[src/rtl/combo_lock_param_pkg.sv]
// Shared definitions for the parameterised combination lock.
// Contents:
//   lock_state_t  - state encoding of the lock controller
//   NUM_BUTTONS   - number of digit buttons (0 and 1)
//   BTN_ZERO/ONE  - bit positions of each button in the button vectors
//   width_for()   - register width needed to hold values 0..max_value
package combo_lock_param_pkg;

  typedef enum logic [1:0] {
    ST_LOCKED   = 2'd0,
    ST_UNLOCKED = 2'd1,
    ST_PROGRAM  = 2'd2,
    ST_LOCKOUT  = 2'd3
  } lock_state_t;

  localparam int NUM_BUTTONS = 2;
  localparam int BTN_ZERO    = 0;
  localparam int BTN_ONE     = 1;

  // $clog2(1) is 0, so small ranges are clamped to a 1-bit register.
  function automatic int width_for(input int max_value);
    return (max_value < 2) ? 1 : $clog2(max_value + 1);
  endfunction

endpackage

[src/rtl/combo_lock_param_button_edge.sv]
// Rising-edge detector for one already-synchronous button level.
// Ports:
//   clk   - clock, rising edge
//   rst_n - synchronous active-low reset, clears the edge history
//   level - button level
//   rise  - high in the cycle where level is high and was low the cycle before
module button_edge
  import combo_lock_param_pkg::*;
(
  input  logic clk,
  input  logic rst_n,
  input  logic level,
  output logic rise
);

  logic prev_reg;

  always_ff @(posedge clk) begin
    if (!rst_n) begin
      prev_reg <= 1'b0;
    end else begin
      prev_reg <= level;
    end
  end

  // A held button produces exactly one event: prev_reg is high afterwards.
  assign rise = level & ~prev_reg;

endmodule

[src/rtl/combo_lock_param.sv]
// Two-button combination lock with lockout after repeated failures and
// in-field reprogramming of the code while unlocked.
// Ports:
//   CLK            - clock, rising edge
//   RESET_Button   - synchronous active-low reset
//   ZERO_Button    - digit-0 button level (synchronous to CLK)
//   ONE_Button     - digit-1 button level (synchronous to CLK)
//   PROG_Enable    - request to reprogram the code while unlocked
//   UNLOCK_Output  - high while unlocked or programming
//   LOCKOUT_Output - high during lockout
//   ERROR_Pulse    - one-cycle pulse on a rejected entry
//   DIGIT_Count    - digits entered so far in the current entry
module combo_lock_param
  import combo_lock_param_pkg::*;
#(
  parameter int                 CODE_LEN       = 6,
  parameter logic [CODE_LEN-1:0] DEFAULT_CODE  = 6'b010110,
  parameter int                 MAX_TRIES      = 3,
  parameter int                 LOCKOUT_CYCLES = 16,
  parameter int                 UNLOCK_CYCLES  = 8
) (
  input  logic                             CLK,
  input  logic                             RESET_Button,
  input  logic                             ZERO_Button,
  input  logic                             ONE_Button,
  input  logic                             PROG_Enable,
  output logic                             UNLOCK_Output,
  output logic                             LOCKOUT_Output,
  output logic                             ERROR_Pulse,
  output logic [$clog2(CODE_LEN+1)-1:0]    DIGIT_Count
);

  localparam int CNT_W     = $clog2(CODE_LEN + 1);
  localparam int FAIL_W    = width_for(MAX_TRIES);
  localparam int TIMER_MAX = (LOCKOUT_CYCLES > UNLOCK_CYCLES) ? LOCKOUT_CYCLES : UNLOCK_CYCLES;
  localparam int TIMER_W   = width_for(TIMER_MAX);

  // ---------------------------------------------------------------------
  // Button edge detection, one detector per button
  // ---------------------------------------------------------------------
  logic [NUM_BUTTONS-1:0] btn_level;
  logic [NUM_BUTTONS-1:0] btn_rise;

  assign btn_level[BTN_ZERO] = ZERO_Button;
  assign btn_level[BTN_ONE]  = ONE_Button;

  genvar gi;
  generate
    for (gi = 0; gi < NUM_BUTTONS; gi++) begin : g_btn
      button_edge u_edge (
        .clk   (CLK),
        .rst_n (RESET_Button),
        .level (btn_level[gi]),
        .rise  (btn_rise[gi])
      );
    end
  endgenerate

  // ---------------------------------------------------------------------
  // State
  // ---------------------------------------------------------------------
  lock_state_t         state_reg;
  logic [CODE_LEN-1:0] code_reg;
  // Only the digits before the current one are kept; the newest digit
  // comes straight from the edge detectors when the entry completes.
  logic [CODE_LEN-2:0] entry_reg;
  logic [CNT_W-1:0]    count_reg;
  logic [FAIL_W-1:0]   fail_reg;
  logic [TIMER_W-1:0]  timer_reg;
  logic                bad_reg;
  logic                unlock_reg;
  logic                lockout_reg;
  logic                error_reg;

  // ---------------------------------------------------------------------
  // Entry datapath
  // ---------------------------------------------------------------------
  logic                digit_event;
  logic                bad_digit;
  logic                digit_bit;
  logic                last_digit;
  logic                code_match;
  logic                fail_limit;
  logic                unlock_done;
  logic                lockout_done;
  logic [CODE_LEN-1:0] entry_shifted;
  logic [FAIL_W-1:0]   fail_inc;

  assign digit_event   = |btn_rise;
  assign bad_digit     = &btn_rise;
  assign digit_bit     = btn_rise[BTN_ONE] & ~btn_rise[BTN_ZERO];
  assign entry_shifted = {entry_reg, digit_bit};
  assign last_digit    = (count_reg == CNT_W'(CODE_LEN - 1));
  // A bad digit anywhere in the entry forces a mismatch regardless of bits.
  assign code_match    = (entry_shifted == code_reg) && !bad_reg && !bad_digit;
  assign fail_inc      = fail_reg + FAIL_W'(1);
  assign fail_limit    = (fail_inc >= FAIL_W'(MAX_TRIES));
  assign unlock_done   = (timer_reg == TIMER_W'(UNLOCK_CYCLES - 1));
  assign lockout_done  = (timer_reg == TIMER_W'(LOCKOUT_CYCLES - 1));

  // ---------------------------------------------------------------------
  // Controller with registered outputs
  // ---------------------------------------------------------------------
  always_ff @(posedge CLK) begin
    if (!RESET_Button) begin
      state_reg   <= ST_LOCKED;
      code_reg    <= DEFAULT_CODE;
      entry_reg   <= '0;
      count_reg   <= '0;
      fail_reg    <= '0;
      timer_reg   <= '0;
      bad_reg     <= 1'b0;
      unlock_reg  <= 1'b0;
      lockout_reg <= 1'b0;
      error_reg   <= 1'b0;
    end else begin
      error_reg <= 1'b0;
      case (state_reg)
        ST_LOCKED: begin
          if (digit_event) begin
            entry_reg <= entry_shifted[CODE_LEN-2:0];
            if (last_digit) begin
              count_reg <= '0;
              bad_reg   <= 1'b0;
              if (code_match) begin
                state_reg  <= ST_UNLOCKED;
                unlock_reg <= 1'b1;
                fail_reg   <= '0;
                timer_reg  <= '0;
              end else begin
                error_reg <= 1'b1;
                fail_reg  <= fail_inc;
                if (fail_limit) begin
                  state_reg   <= ST_LOCKOUT;
                  lockout_reg <= 1'b1;
                  timer_reg   <= '0;
                end
              end
            end else begin
              count_reg <= count_reg + CNT_W'(1);
              if (bad_digit) begin
                bad_reg <= 1'b1;
              end
            end
          end
        end

        ST_UNLOCKED: begin
          // Programming request wins over timer expiry; the timer is
          // simply not advanced while programming.
          if (PROG_Enable) begin
            state_reg <= ST_PROGRAM;
            count_reg <= '0;
          end else if (unlock_done) begin
            state_reg  <= ST_LOCKED;
            unlock_reg <= 1'b0;
            timer_reg  <= '0;
            count_reg  <= '0;
          end else begin
            timer_reg <= timer_reg + TIMER_W'(1);
          end
        end

        ST_PROGRAM: begin
          if (!PROG_Enable || bad_digit) begin
            // Abort: code register is left untouched.
            state_reg  <= ST_LOCKED;
            unlock_reg <= 1'b0;
            timer_reg  <= '0;
            count_reg  <= '0;
          end else if (digit_event) begin
            entry_reg <= entry_shifted[CODE_LEN-2:0];
            if (last_digit) begin
              code_reg   <= entry_shifted;
              state_reg  <= ST_LOCKED;
              unlock_reg <= 1'b0;
              timer_reg  <= '0;
              count_reg  <= '0;
            end else begin
              count_reg <= count_reg + CNT_W'(1);
            end
          end
        end

        ST_LOCKOUT: begin
          if (lockout_done) begin
            state_reg   <= ST_LOCKED;
            lockout_reg <= 1'b0;
            fail_reg    <= '0;
            timer_reg   <= '0;
            count_reg   <= '0;
            bad_reg     <= 1'b0;
          end else begin
            timer_reg <= timer_reg + TIMER_W'(1);
          end
        end

        default: begin
          state_reg   <= ST_LOCKED;
          unlock_reg  <= 1'b0;
          lockout_reg <= 1'b0;
          count_reg   <= '0;
          timer_reg   <= '0;
        end
      endcase
    end
  end

  assign UNLOCK_Output  = unlock_reg;
  assign LOCKOUT_Output = lockout_reg;
  assign ERROR_Pulse    = error_reg;
  assign DIGIT_Count    = count_reg;

endmodule

[config.mk]
export PLATFORM = sky130hd
export DESIGN_NAME = combo_lock_param
export DESIGN_NICKNAME = d
export VERILOG_FILES = /design/src/rtl/combo_lock_param_pkg.sv /design/src/rtl/combo_lock_param_button_edge.sv /design/src/rtl/combo_lock_param.sv
export SDC_FILE = /design/constraint.sdc
export NUM_CORES = 1
export LEC_CHECK = 0
export CAP_MARGIN = 15
export CORE_ASPECT_RATIO = 0.5
export CORE_MARGIN = 4
export CORE_UTILIZATION = 25
export CTS_BUF_LIST = sky130_fd_sc_hd__clkbuf_4
export DETAILED_ROUTE_END_ITERATION = 10
export MAX_ROUTING_LAYER = met4
export SLEW_MARGIN = 0
export SYNTH_ARGS = -nofsm -noshare
export SYNTH_HDL_FRONTEND = slang
export SYNTH_SLANG_ARGS = --single-unit
[constraint.sdc]
create_clock -name CLK -period 3.1 [get_ports CLK]
set_clock_uncertainty 0.2 [all_clocks]
set_input_delay 0.93 -clock CLK [delete_from_list [all_inputs] [get_ports CLK]]
set_output_delay 0.93 -clock CLK [all_outputs]
set_load 0.01 [all_outputs]
== After elaboration in Yosys (flattened, before gate mapping) ==
Index checks and enable logic that the tools add are counted.
Operators by class
  add/subtract/negate cells: 3
  order comparisons: 1
  equality and inequality tests: 21
  mux-type cells: 56
  bitwise operators: 7
  reduce and logical (&&, ||, !) cells: 22
Operators by type and width (count)
  $mux W5: 12
  $mux W2: 13
  $pmux W5 S4: 1
  $mux W3: 6
  $ne A2 B2 Y1 const B: 9
  $mux W1: 17
  $reduce_and A4 Y1: 4
  $ne A3 B3 Y1 const B: 5
  $pmux W3 S4: 1
  $reduce_and A6 Y1: 2
  $pmux W5 S2: 1
  $pmux W2 S4: 1
  $reduce_and A8 Y1: 1
  $reduce_and A7 Y1: 1
  $eq A6 B6 Y1: 1
  $reduce_and A2 Y1: 3
  $add A5 B1 Y5 const B: 1
  $eq A5 B3 Y1 const B: 1
  $eq A5 B4 Y1 const B: 1
  $eq A2 B2 Y1 const B: 2
  $not A1 Y1: 4
  $pmux W1 S2: 2
  $pmux W2 S2: 1
  $reduce_bool A2 Y1: 2
  13 further kinds: 18
Word-level totals
  register bits: 29
  bits of input ports: 5

== Logic depth before layout (Yosys ltp) ==
  depth after elaboration: 11
  depth in mapped cells: 9
  gate-level depth less buffers: 9

== Hierarchy ==
Synthesis repeated with hierarchy kept, for this count alone.
Second synthesis, totals
  cells, all modules: 183
  area total of the unflattened synthesis: 1614.0 µm²
By module, submodules not included
  combo_lock_param: instances 1, cells each 177, area each 1534.0 µm²
  button_edge: instances 2, cells each 3, area each 40.0 µm²

== Least setup slack after synthesis ==
No wires, ideal clock.
  path kind: input-to-reg
  start: input port ONE_Button
  end: register unlock_reg, in the netlist UNLOCK_Output
  library setup time: 72 ps
  data arrival time: 1997 ps
  required time: 2828 ps
  path slack: 832 ps
  stages on the path: 5
  path buffers: 0
  path through: nor2b_1 -> and3_1 -> o211ai_4 -> a2111oi_4 -> mux2i_1
Between the ends
  word-level cells in the longest chain between the ends: 7
  elaborated cells between the ends (all ways): 16
  classes of those cells: eq/ne: 5; mux: 2; bitwise: 2; reduce/logical: 7
Ends and longest elaborated chain
  from (decl): RTL line combo_lock_param.sv:25  | input logic ONE_Button,
  $and A1 B1 Y1 *: RTL line combo_lock_param_button_edge.sv:27  | assign rise = level & ~prev_reg;
  $and A1 B1 Y1: RTL line combo_lock_param.sv:91  | assign digit_bit = btn_rise[BTN_ONE] & ~btn_rise[BTN_ZERO];
  $eq A6 B6 Y1: RTL line combo_lock_param.sv:95  | assign code_match = (entry_shifted == code_reg) && !bad_reg && !bad_digit;
  $logic_and A1 B1 Y1 (2 in a row): RTL line combo_lock_param.sv:95
  $ne A2 B2 Y1 (no source line)
  $reduce_and A8 Y1 (no source line)
  to (signal assigned): RTL line combo_lock_param.sv:113  | unlock_reg <= 1'b0;
  to (signal assigned): RTL line combo_lock_param.sv:127  | unlock_reg <= 1'b1;
  to (signal assigned): RTL line combo_lock_param.sv:156  | unlock_reg <= 1'b0;
  to (decl): RTL line combo_lock_param.sv:71  | logic unlock_reg;
Every way passes the cells marked *; elsewhere a longest branch is shown, timed or not.
A chain may end at the register's enable or synchronous reset.

== Final worst setup path ==
Ends and elaborated chain as after synthesis.

==> results.json <==
{
  "outcome": "completed",
  "htreeDepth": 2,
  "crit_path_end": "UNLOCK_Output",
  "syn_area_um2": 1660,
  "fillers": 672,
  "rsz0062_at_grt": "false",
  "post_cts_buffers": 0,
  "avgRoutedWirePerCell_um": 11.5,
  "timing.rr.end": "DIGIT_Count[2]",
  "synth_edf_count": 0,
  "setup_viol": 0,
  "worstPathRequired_ns": 3.16,
  "final_cell_mix": "35 x nand2_1, 29 x dfxtp_1, 11 x nor2_1, 10 x mux2i_1, 10 x clkdlybuf4s50_1",
  "grt_first_pass_wirelength_mm": 6.02,
  "finalHoldViolations": 0,
  "place_hpwl_mm": 2.44,
  "detail_route.iter0.violations": 88,
  "r2r_start": "timer_reg[0]",
  "routed_wl_mm": 3.32,
  "power_frac_seq_pct": 45.8,
  "drc_errors": 0,
  "initial_core_util_pct": 26.6,
  "seq_area_frac_synth_pct": 34.9,
  "finalSetupTns_ns": 0,
  "grt_usage_pct": 9.64,
  "synthFlopType": "dfxtp_1",
  "async_reset_ff_share_pct": 0,
  "vias": 1328,
  "r2r_slack_ns": 0.72,
  "setup_slack_ns": 0.448,
  "tightest_slew_ns": 0.494,
  "synth_warnings": 0,
  "worst_r2r_path_depth": 9,
  "die_y_um": 65.7,
  "drive_gt1_share_pct": 11.4,
  "die_w_um": 123,
  "switching_share_pct": 22.3,
  "grt_pass1_vias": 1299,
  "clk_pin_slew_worst_paths_ns": 0.10,
  "crit_path_start": "ONE_Button",
  "powerDensity_nw_per_um2": 426,
  "rows": 20,
  "p_sw_mw": 0.189,
  "avgSynthCellArea_um2": 8.99,
  "start_kind": "input port",
  "fmaxAchievable_mhz": 377,
  "ir_worst_vdd_mv": 0.154,
  "gr-total-overflow": 0,
  "cts_root_buf": "clkbuf_4",
  "cp_data_arrival_time_ns": 2.71,
  "drt_first_pass_iters": 4,
  "fp.coreArea_um2": 6260,
  "dp_slack_ns": 0.102,
  "yosysUniqueCellTypes": 47,
  "pwr-share-clk_pct": 47.2,
  "largest_register_ffs": 6,
  "critPathKind": "input port to register",
  "io_pins": 11,
  "antenna_found_initial": 0,
  "p_comb_share_pct": 6.9,
  "numCtsBuffers": 5,
  "slew_violations": 0,
  "timing.final.crit_share_pct": 85.5,
  "cts.sinks": 29,
  "internal-power_mw": 0.657,
  "cts_resized": 0,
  "tritoncts": "built",
  "nets": 215,
  "cts_hold_buf": 0,
  "leakagePower_nw": 0.808,
  "detail_route.vias_per_cell": 4.58,
  "clock_latency_ns": 0.34,
  "die_area_um2": 8100,
  "io_buffer_count": 10,
  "grt_max_degree": 35,
  "ant_nets": 0,
  "maxCapViolCount": 0,
  "layout_min_cycle_time_ns": 2.65,
  "synthCells": 185,
  "n_antenna_cell": 0,
  "syn-num-nets": 199,
  "layout_commonest_cell": "nand2_1",
  "gp_congestion": 0.756,
  "relSlewSlack_pct": 66.8,
  "ys_seq_elements": 29,
  "clock_path_buffers": 2,
  "synthToLayoutAreaGrowth_pct": 19.4,
  "hold_class": "register to register",
  "path_max_fanout": 9,
  "critPathCaptureType": "register"
}
through the flow:
stage,std cells,hold slack [ns],power [mW],cell area (um2),utilization [%]
6_report,290,0.266,0.846,1990,31.7
5_1_grt,290,0.285,0.882,1990,31.7
4_1_cts,290,0.273,0.859,1990,31.7
3_5_place_dp,282,0.258,0.455,1880,30.1
3_3_place_gp,282,0.253,0.453,1880,30.1
2_1_floorplan,185,0.242,0.430,1660,-
area by class of cell:
class                      count  area (um2)  area share (%)
clock inverter                 3        65.1            3.28
sequential                    29         581            29.2
timing repair buffer          14         130            6.55
clock buffer                   5        37.5            1.89
inverter                       9        33.8            1.70
multi-input combinational    142        1030            51.8
tap                           88         110            5.55
worst max-delay path, cell delays in order:
cell and delay [ns]:
clkdlybuf4s50_1 0.55, nor2b_1 0.23, and3_1 0.23, o211ai_4 0.16, a2111oi_4 0.39, mux2i_1 0.22
worst min path at each step:
stage                               from        endpoint  slack [ns]  cells past startpoint
after floorplan              fail_reg[1]     fail_reg[1]        0.24                      2
after global placement     UNLOCK_Output   UNLOCK_Output        0.25                      2
after detailed placement   UNLOCK_Output   UNLOCK_Output        0.26                      2
after CTS                  UNLOCK_Output   UNLOCK_Output        0.27                      2
after global routing      LOCKOUT_Output  LOCKOUT_Output        0.28                      2
final                      UNLOCK_Output   UNLOCK_Output        0.27                      2
synth_stat cells, types with 2 or more instances:
master	instances	area, um2
nand2_1	35	131
dfxtp_1	29	581
nor2_1	11	41.3
mux2i_1	10	100
ha_1	9	113
inv_1	9	33.8
nand3_1	7	35.0
xor2_1	6	52.6
a21oi_1	5	25.0
nand2b_1	5	31.3
nor2b_1	5	31.3
a21boi_0	4	30.0
clkbuf_1	4	15.0
o21ai_0	4	20.0
a31oi_1	3	18.8
and3_1	3	18.8
a211o_1	2	17.5
and2_1	2	12.5
nand3b_1	2	15.0
o221a_2	2	22.5
or3b_1	2	17.5
logic make-up after synthesis:
| family | after synthesis | synth area share (%) |
|---|---|---|
| buffers and inverters | 14 | 3.23 |
| muxes | 10 | 6.02 |
| AOI/OAI and AO/OA | 37 | 18.8 |
| and+or+nand+nor | 80 | 27.1 |
| adders and majority gates | 9 | 6.77 |
| xor gates and xnor gates | 6 | 3.16 |
| DFF | 29 | 34.9 |
routing by layer:
metal  global-route usage, %  share of wire, %
met1                    12.1                49
met2                    15.1                47
met3                    2.58               2.6
met4                    3.31               1.8
met5                       -                 0
power groups by stage:
stage	logic [mW]	clock network (mW)	registers (mW)
2_1_floorplan	0.0339	0	0.396
3_3_place_gp	0.0572	0	0.396
3_5_place_dp	0.0590	0	0.396
4_1_cts	0.0593	0.412	0.388
5_1_grt	0.0661	0.427	0.389
6_report	0.0587	0.399	0.388
(Power assumes the default switching activity.)
